### src/rtl/ps2_key_ctrl.sv
// PS/2 scan-code set 2 sequencer: prefix FSM with watchdog, held-key bitmap, event FIFO.
// Events are written on the edge that samples the completing byte; a full FIFO drops and sets a sticky flag.
module ps2_key_ctrl #(
  parameter int EVT_DEPTH = 4,
  parameter int TMO_CYC   = 25000
) (
  input  logic        clk25,
  input  logic        clr,
  input  logic        rx_valid,
  input  logic [7:0]  rx_data,
  input  logic        rx_err,
  output logic [10:0] key_held,
  output logic        evt_valid,
  output logic [9:0]  evt_data,
  input  logic        evt_pop,
  output logic        evt_ovf,
  output logic        seq_busy
);

  localparam int AW = (EVT_DEPTH > 1) ? $clog2(EVT_DEPTH) : 1;
  localparam int CW = AW + 1;
  localparam int WW = (TMO_CYC > 2) ? $clog2(TMO_CYC) : 1;

  typedef enum logic [1:0] {S_IDLE, S_EXT, S_BRK, S_EXT_BRK} state_t;

  state_t        state_q, state_d;
  logic [WW-1:0] wdog_q, wdog_d;
  logic          busy_q;
  logic [10:0]   held_q, held_d;
  logic [AW-1:0] wr_ptr_q, rd_ptr_q;
  logic [CW-1:0] cnt_q;
  logic          ovf_q;
  logic [9:0]    mem_q [EVT_DEPTH];

  logic          ev_go, ev_make, ev_ext;
  logic          map_hit;
  logic [3:0]    map_idx;
  logic          push, pop_eff, full, wr_ok, drop;
  logic [9:0]    ev_dat;

  // Prefix decoder; rx_err overrides any byte arriving in the same cycle.
  always_comb begin
    state_d = state_q;
    ev_go   = 1'b0;
    ev_make = 1'b0;
    ev_ext  = 1'b0;
    if (rx_err) begin
      state_d = S_IDLE;
    end else if (rx_valid) begin
      case (state_q)
        S_IDLE: begin
          if (rx_data == 8'hE0)      state_d = S_EXT;
          else if (rx_data == 8'hF0) state_d = S_BRK;
          else if (!(rx_data inside {8'h00, 8'hFF, 8'hFA, 8'hAA, 8'hEE, 8'hFE})) begin
            ev_go   = 1'b1;
            ev_make = 1'b1;
          end
        end
        S_EXT: begin
          if (rx_data == 8'hF0)      state_d = S_EXT_BRK;
          else if (rx_data == 8'hE0) state_d = S_EXT;
          else begin
            ev_go   = 1'b1;
            ev_make = 1'b1;
            ev_ext  = 1'b1;
            state_d = S_IDLE;
          end
        end
        S_BRK: begin
          if (rx_data == 8'hE0)      state_d = S_EXT;
          else if (rx_data == 8'hF0) state_d = S_BRK;
          else begin
            ev_go   = 1'b1;
            state_d = S_IDLE;
          end
        end
        default: begin
          if (rx_data == 8'hE0)      state_d = S_EXT;
          else if (rx_data == 8'hF0) state_d = S_EXT_BRK;
          else begin
            ev_go   = 1'b1;
            ev_ext  = 1'b1;
            state_d = S_IDLE;
          end
        end
      endcase
    end else if (state_q != S_IDLE && wdog_q == WW'(TMO_CYC - 1)) begin
      state_d = S_IDLE;
    end
    wdog_d = (rx_valid || rx_err || state_d == S_IDLE) ? '0 : wdog_q + WW'(1);
  end

  always_comb begin
    map_hit = 1'b1;
    map_idx = 4'd0;
    case ({ev_ext, rx_data})
      9'h01D:  map_idx = 4'd0;
      9'h01C:  map_idx = 4'd1;
      9'h01B:  map_idx = 4'd2;
      9'h023:  map_idx = 4'd3;
      9'h175:  map_idx = 4'd4;
      9'h16B:  map_idx = 4'd5;
      9'h172:  map_idx = 4'd6;
      9'h174:  map_idx = 4'd7;
      9'h029:  map_idx = 4'd8;
      9'h05A:  map_idx = 4'd9;
      9'h076:  map_idx = 4'd10;
      default: map_hit = 1'b0;
    endcase
  end

  // Mapped keys only emit on a state change, which filters typematic repeats.
  always_comb begin
    held_d = held_q;
    push   = 1'b0;
    if (ev_go) begin
      if (map_hit) begin
        if (held_q[map_idx] != ev_make) begin
          push            = 1'b1;
          held_d[map_idx] = ev_make;
        end
      end else begin
        push = 1'b1;
      end
    end
  end

  assign ev_dat  = {ev_make, ev_ext, rx_data};
  assign pop_eff = evt_pop && (cnt_q != '0);
  assign full    = (cnt_q == CW'(EVT_DEPTH));
  assign wr_ok   = push && (!full || pop_eff);
  assign drop    = push && full && !pop_eff;

  always_ff @(posedge clk25 or posedge clr) begin
    if (clr) begin
      state_q  <= S_IDLE;
      wdog_q   <= '0;
      busy_q   <= 1'b0;
      held_q   <= '0;
      wr_ptr_q <= '0;
      rd_ptr_q <= '0;
      cnt_q    <= '0;
      ovf_q    <= 1'b0;
    end else begin
      state_q <= state_d;
      wdog_q  <= wdog_d;
      busy_q  <= (state_d != S_IDLE);
      held_q  <= held_d;
      if (wr_ok)   wr_ptr_q <= wr_ptr_q + AW'(1);
      if (pop_eff) rd_ptr_q <= rd_ptr_q + AW'(1);
      cnt_q <= cnt_q + CW'(wr_ok) - CW'(pop_eff);
      if (drop) ovf_q <= 1'b1;
    end
  end

  // Storage needs no reset: the read side is masked while the FIFO is empty.
  always_ff @(posedge clk25) begin
    if (wr_ok) mem_q[wr_ptr_q] <= ev_dat;
  end

  assign key_held  = held_q;
  assign evt_valid = (cnt_q != '0);
  assign evt_data  = (cnt_q != '0) ? mem_q[rd_ptr_q] : 10'h000;
  assign evt_ovf   = ovf_q;
  assign seq_busy  = busy_q;

endmodule

### config.mk
export PLATFORM = sky130hd
export DESIGN_NAME = ps2_key_ctrl
export DESIGN_NICKNAME = d
export VERILOG_FILES = /design/src/rtl/ps2_key_ctrl.sv
export SDC_FILE = /design/constraint.sdc
export NUM_CORES = 1
export LEC_CHECK = 0
export BUFFER_PORTS_ARGS = -buffer_cell sky130_fd_sc_hd__buf_2
export CORE_AREA = 2 2 94 96
export CTS_CLUSTER_SIZE = 16
export DETAILED_ROUTE_END_ITERATION = 8
export DIE_AREA = 0 0 96 98
export HOLD_SLACK_MARGIN = 0.06
export PLACE_DENSITY_LB_ADDON = 0.05
export SLEW_MARGIN = 10
export SYNTH_ARGS = -nofsm -noshare
export SYNTH_HDL_FRONTEND = slang
export SYNTH_SLANG_ARGS = --single-unit
### constraint.sdc
create_clock -name clk25 -period 5.88 [get_ports clk25]
set_input_delay 1.176 -clock clk25 [delete_from_list [all_inputs] [get_ports clk25]]
set_output_delay 1.176 -clock clk25 [all_outputs]
set_load 0.005 [all_outputs]
== Word level (Yosys, flattened, before mapping) ==
Memory sizes are Yosys's and may differ from the RTL's.
Cells that the tools add are included.
Word-level totals
  register bits after elaboration: 37
  RAM bits: 40
  input port bits: 13
  output and inout port bits: 24
  word-level logic and storage cells: 102
  memories kept: 1
Memories
  mem_q: depth 4, bits a word 10, rd ports 1, clocked after memory_dff 0, wr ports 1, line 33  | logic [9:0] mem_q [EVT_DEPTH];
Cells by class
  $add $sub $neg: 5
  order comparisons: 2
  equality and inequality tests: 23
  mux-type cells: 42
  reductions and logical operators: 21
Operator list (number)
  8-bit equality test (second input constant): 7
  4-bit one-hot mux with 10 select lines: 1
  9-bit equality test (second input constant): 4
  9-bit by 5-bit equality test with 1-bit output (second input constant): 3
  1-bit 2-to-1 mux: 22
  2-bit 2-to-1 mux: 10
  9-bit by 6-bit equality test with 1-bit output (second input constant): 2
  9-bit by 7-bit equality test with 1-bit output (second input constant): 2
  15-bit by 1-bit adder with 15-bit output (second input constant): 1
  15-bit equality test (second input constant): 1
  15-bit 2-to-1 mux: 1
  11-bit bitwise mux: 1
  11-bit OR reduction: 1
  10-bit 2-to-1 mux: 1
  8-bit zero test: 1
  1-bit logical AND: 6
  1-bit one-hot mux with 2 select lines: 3
  2-bit one-hot mux with 3 select lines: 1
  6-bit nonzero test: 1
  4-bit by 5-bit less-than comparator with 1-bit output (second input constant): 1
  2-bit by 1-bit adder with 2-bit output (second input constant): 2
  1-bit binary-select mux with 4-bit select: 1
  1-bit demux with 4-bit select: 1
  4-bit by 1-bit greater-or-equal comparator with 1-bit output (second input constant): 1
  13 further kinds: 18

== Depth between registers and ports, before layout ==
  word-level depth: 17
  mapped depth: 14

== Least setup slack after synthesis ==
OpenSTA, ideal clock, no wires.
  path kind: input to register
  start: input rx_err
  end: register cnt_q[2]
  setup time: 0.123 ns
  data arrival time: 4.070 ns
  required time: 5.757 ns
  slack: 1.687 ns
  cell stages on the path: 13
  path through: nand3b_2 buf_6 nor4_4 o21ba_4 a211o_1 o2bb2ai_2 o31ai_1 o211ai_2 ha_1 inv_1 ha_1 fa_1 xnor2_1
On the way
  longest elaborated chain between the ends: 12
RTL lines
  start, declared: line 11  | input logic rx_err,
  1-bit 2-to-1 mux: line 47  | if (rx_err) begin
  9-bit by 7-bit equality test with 1-bit output (tied with other cells): line 96  | case ({ev_ext, rx_data})
  4-bit one-hot mux with 10 select lines: line 96
  1-bit binary-select mux with 4-bit select: line 118  | if (held_q[map_idx] != ev_make) begin
  1-bit 2-to-1 mux (not written as such): line 118
  1-bit != test: line 118
  1-bit 2-to-1 mux: line 118
  1-bit 2-to-1 mux: line 117  | if (map_hit) begin
  1-bit 2-to-1 mux *: line 116  | if (ev_go) begin
  1-bit logical AND *: line 131  | assign wr_ok = push && (!full || pop_eff);
  3-bit by 1-bit adder with 3-bit output *: line 151  | cnt_q <= cnt_q + CW'(wr_ok) - CW'(pop_eff);
  3-bit by 1-bit subtractor with 3-bit output *: line 151
  end signal, assigned: line 151
  end, declared: line 31  | logic [CW-1:0] cnt_q;
Every way passes the cells marked *; elsewhere a longest branch is shown, timed or not. The select of a mux whose other input is x is not followed.
A chain may end at the register's enable or synchronous reset.

== Worst setup path in the final report ==
Ends and elaborated chain as after synthesis.

==> results.sh <==
export IMPL_ioPinCount=37
export IMPL_ys_async_sr_fraction_pct=48.05
export IMPL_cts_tree="yes"
export IMPL_hold_viol=0
export IMPL_timing_slew_headroom_pct=49.79
export IMPL_rsz0062_at_grt="false"
export IMPL_arrival_ns=4.54
export IMPL_ys_flop_type="edfxtp_1"
export IMPL_cts_htree_levels=3
export IMPL_postCtsSetupBuffers=0
export IMPL_synth_seq_cells=77
export IMPL_die_h_um=98
export IMPL_leakage_uw=0.001796
export IMPL_initial_core_util_pct=48.08
export IMPL_cts_buffer_depth=2
export IMPL_hp_class="reg -> reg"
export IMPL_postPlaceCellArea_mm2=0.004317
export IMPL_grt_max_degree=38
export IMPL_ys_types=67
export IMPL_yosysWarnings=0
export IMPL_wirelength_um=8201
export IMPL_min_path_cells=1
export IMPL_ant_nets=0
export IMPL_final_max_slew_viol_count=0
export IMPL_insertion_delay_ns=0.35
export IMPL_dr_pass1_iters=4
export IMPL_drive_gt1_share_pct=25.60
export IMPL_yosys_area_top_type_share_pct=29.51
export IMPL_layout_nets=391
export IMPL_grt_pass1_vias=2649
export IMPL_wl_per_cell_um=16.98
export IMPL_gp_congestion=0.8162
export IMPL_synth_edff_count=40
export IMPL_io_buffers=36
export IMPL_crit_required_ns=6.12
export IMPL_syn_inst=337
export IMPL_first_iter_violations=126
export IMPL_status="finished clean"
export IMPL_grt_use_total_pct=19.36
export IMPL_crit_type="in -> reg"
export IMPL_area_delta_synth_final_pct=11.19
export IMPL_cp_end_kind="flip-flop"
export IMPL_synth_area_leaders="edfxtp_1 (30%), dfrtp_1 (23%), mux4_2 (5.5%)"
export IMPL_powerDensity_mw_per_mm2=318.2
export IMPL_start_kind="input port"
export IMPL_via_count=2756
export IMPL_synth_most_common_cell="edfxtp_1"
export IMPL_syn_cell_area_mm2=0.004070
export IMPL_core_area_mm2=0.008466
export IMPL_fin_crit_ns=4.297
export IMPL_ctsResizeCount=0
export IMPL_stdcell_count=483
export IMPL_root_buffer="clkbuf_8"
export IMPL_synth_seq_area_share_pct=52.26
export IMPL_die_area_mm2=0.009408
export IMPL_numCtsBuffers=9
export IMPL_placedCellCount=467
export IMPL_setup_viol=0
export IMPL_ctsHoldBuffers=0
export IMPL_via_per_inst=5.706
export IMPL_cts_sinks=77
export IMPL_drcViolationCount=0
export IMPL_synth_area_leader_cell="edfxtp_1"
export IMPL_synthTopCellsByCount="edfxtp_1 (40), dfrtp_1 (37), nor2_1 (30)"
export IMPL_die_x_um=96
export IMPL_tns_ns=0
export IMPL_hpwlAfterDp_um=5731
export IMPL_syn_nets=358
export IMPL_post_route_cell_area_mm2=0.004526
export IMPL_n_antenna_cell=0
export IMPL_crit_fanout=11
export IMPL_max_freq_mhz=232.7
export IMPL_timing_final_crit_share_pct=73.07
export IMPL_tightest_slew_ns=0.7462
export IMPL_clk_pin_slew_ns=0.09
export IMPL_grt_first_pass_wirelength_um=13890
export IMPL_antenna_found_initial=0
export IMPL_maxCapViolCount=0
export IMPL_vdd_drop_max_uv=126.0
export IMPL_overflow=0
export IMPL_reg2reg_depth=12
export IMPL_syn_area_per_cell_um2=12.08
export IMPL_rows=34
export IMPL_skew_ns=0.01138
[path summary, 6_finish.rpt]
kind | startpoint | endpoint | slack (ns)
min in group asynchronous | clr | key_held[3] | 0.91
setup reg to reg | state_q[0] | cnt_q[2] | 2.13
hold reg to reg | evt_ovf | evt_ovf | 0.47
setup / recovery | rx_err | cnt_q[2] | 1.58
hold / removal | evt_ovf | evt_ovf | 0.47
max in group asynchronous | clr | cnt_q[0] | 4.61
[logic make-up (layout without fill, tap and decap cells)]
kind of cell	after synthesis	after routing	synth area share, %
AOI/OAI and AO/OA	64	64	12.33
xor gates and xnor gates	18	18	3.873
adders and majority gates	8	8	2.644
buffers and inverters	26	64	2.890
DFF	77	77	52.26
muxes	12	12	6.025
and+or+nand+nor	132	132	19.98
[cell usage in the layout, fill, tap and decap left out, types with 5 or more instances in the layout]
cell,count
and2_1,13
nand2b_1,6
buf_2,36
or2_2,7
a21oi_2,10
nor2b_1,7
nand3_1,10
ha_1,7
clkbuf_8,9
xnor2_1,8
and3_1,10
edfxtp_1,40
nand2_1,16
a21oi_1,13
inv_1,11
nor2_1,30
mux4_2,10
xor2_1,10
inv_6,5
dfrtp_1,37
[worst max-delay path, stage by stage]
cell and delay, ns:
buf_2 0.11, nand3b_2 0.39, nor4_4 0.47, o21ba_4 0.23
a211o_1 0.30, o2bb2ai_2 0.15, o31ai_1 0.47, o211ai_2 0.19
ha_1 0.31, inv_1 0.04, ha_1 0.18, fa_1 0.37
xnor2_1 0.13
[per-stage QoR]
| step | total power [uW] | setup slack [ns] | util (%) | hold slack (ns) |
|---|---|---|---|---|
| floorplan | 924.6 | 1.687 | - | 0.4329 |
| global placement | 1029 | 1.265 | 50.99 | 0.4495 |
| detailed placement | 1036 | 1.239 | 50.99 | 0.4520 |
| finish | 1440 | 1.583 | 53.46 | 0.4740 |
| CTS | 1464 | 1.617 | 53.46 | 0.4743 |
| global route | 1536 | 1.361 | 53.46 | 0.4860 |
[sequential cells by signal (all words and copies together), names as in the netlist]
signal,flops
wdog_q,15
seq_busy,1
state_q,2
rd_ptr_q,2
key_held,11
wr_ptr_q,2
cnt_q,3
mem_q,40
evt_ovf,1
[where the power goes]
group | switching [uW] | internal (uW) | leakage [uW]
sequential | 64.0 | 628 | 0.000864
clock | 218 | 207 | 0.000108
combinational | 140 | 184 | 0.000824
total | 422 | 1020 | 0.00180
[metal layers]
metal	vias up	track usage, %	share of wire, %
met5	-	0	0
met4	0	5.604	1.1
met3	8	4.630	4.1
met2	60	29.11	47
met1	1371	27.99	48
li1	1317	-	-
[cell type report]
| cell class | count | area [um^2] |
|---|---|---|
| Inverter | 11 | 41.29 |
| Sequential cell | 77 | 2127 |
| Timing Repair Buffer | 37 | 187.7 |
| Clock buffer | 9 | 123.9 |
| Clock inverter | 7 | 85.08 |
| Multi-Input combinational cell | 234 | 1826 |
| Tap cell | 108 | 135.1 |
| Fill cell | 737 | 3940 |
(Power assumes the default switching activity.)
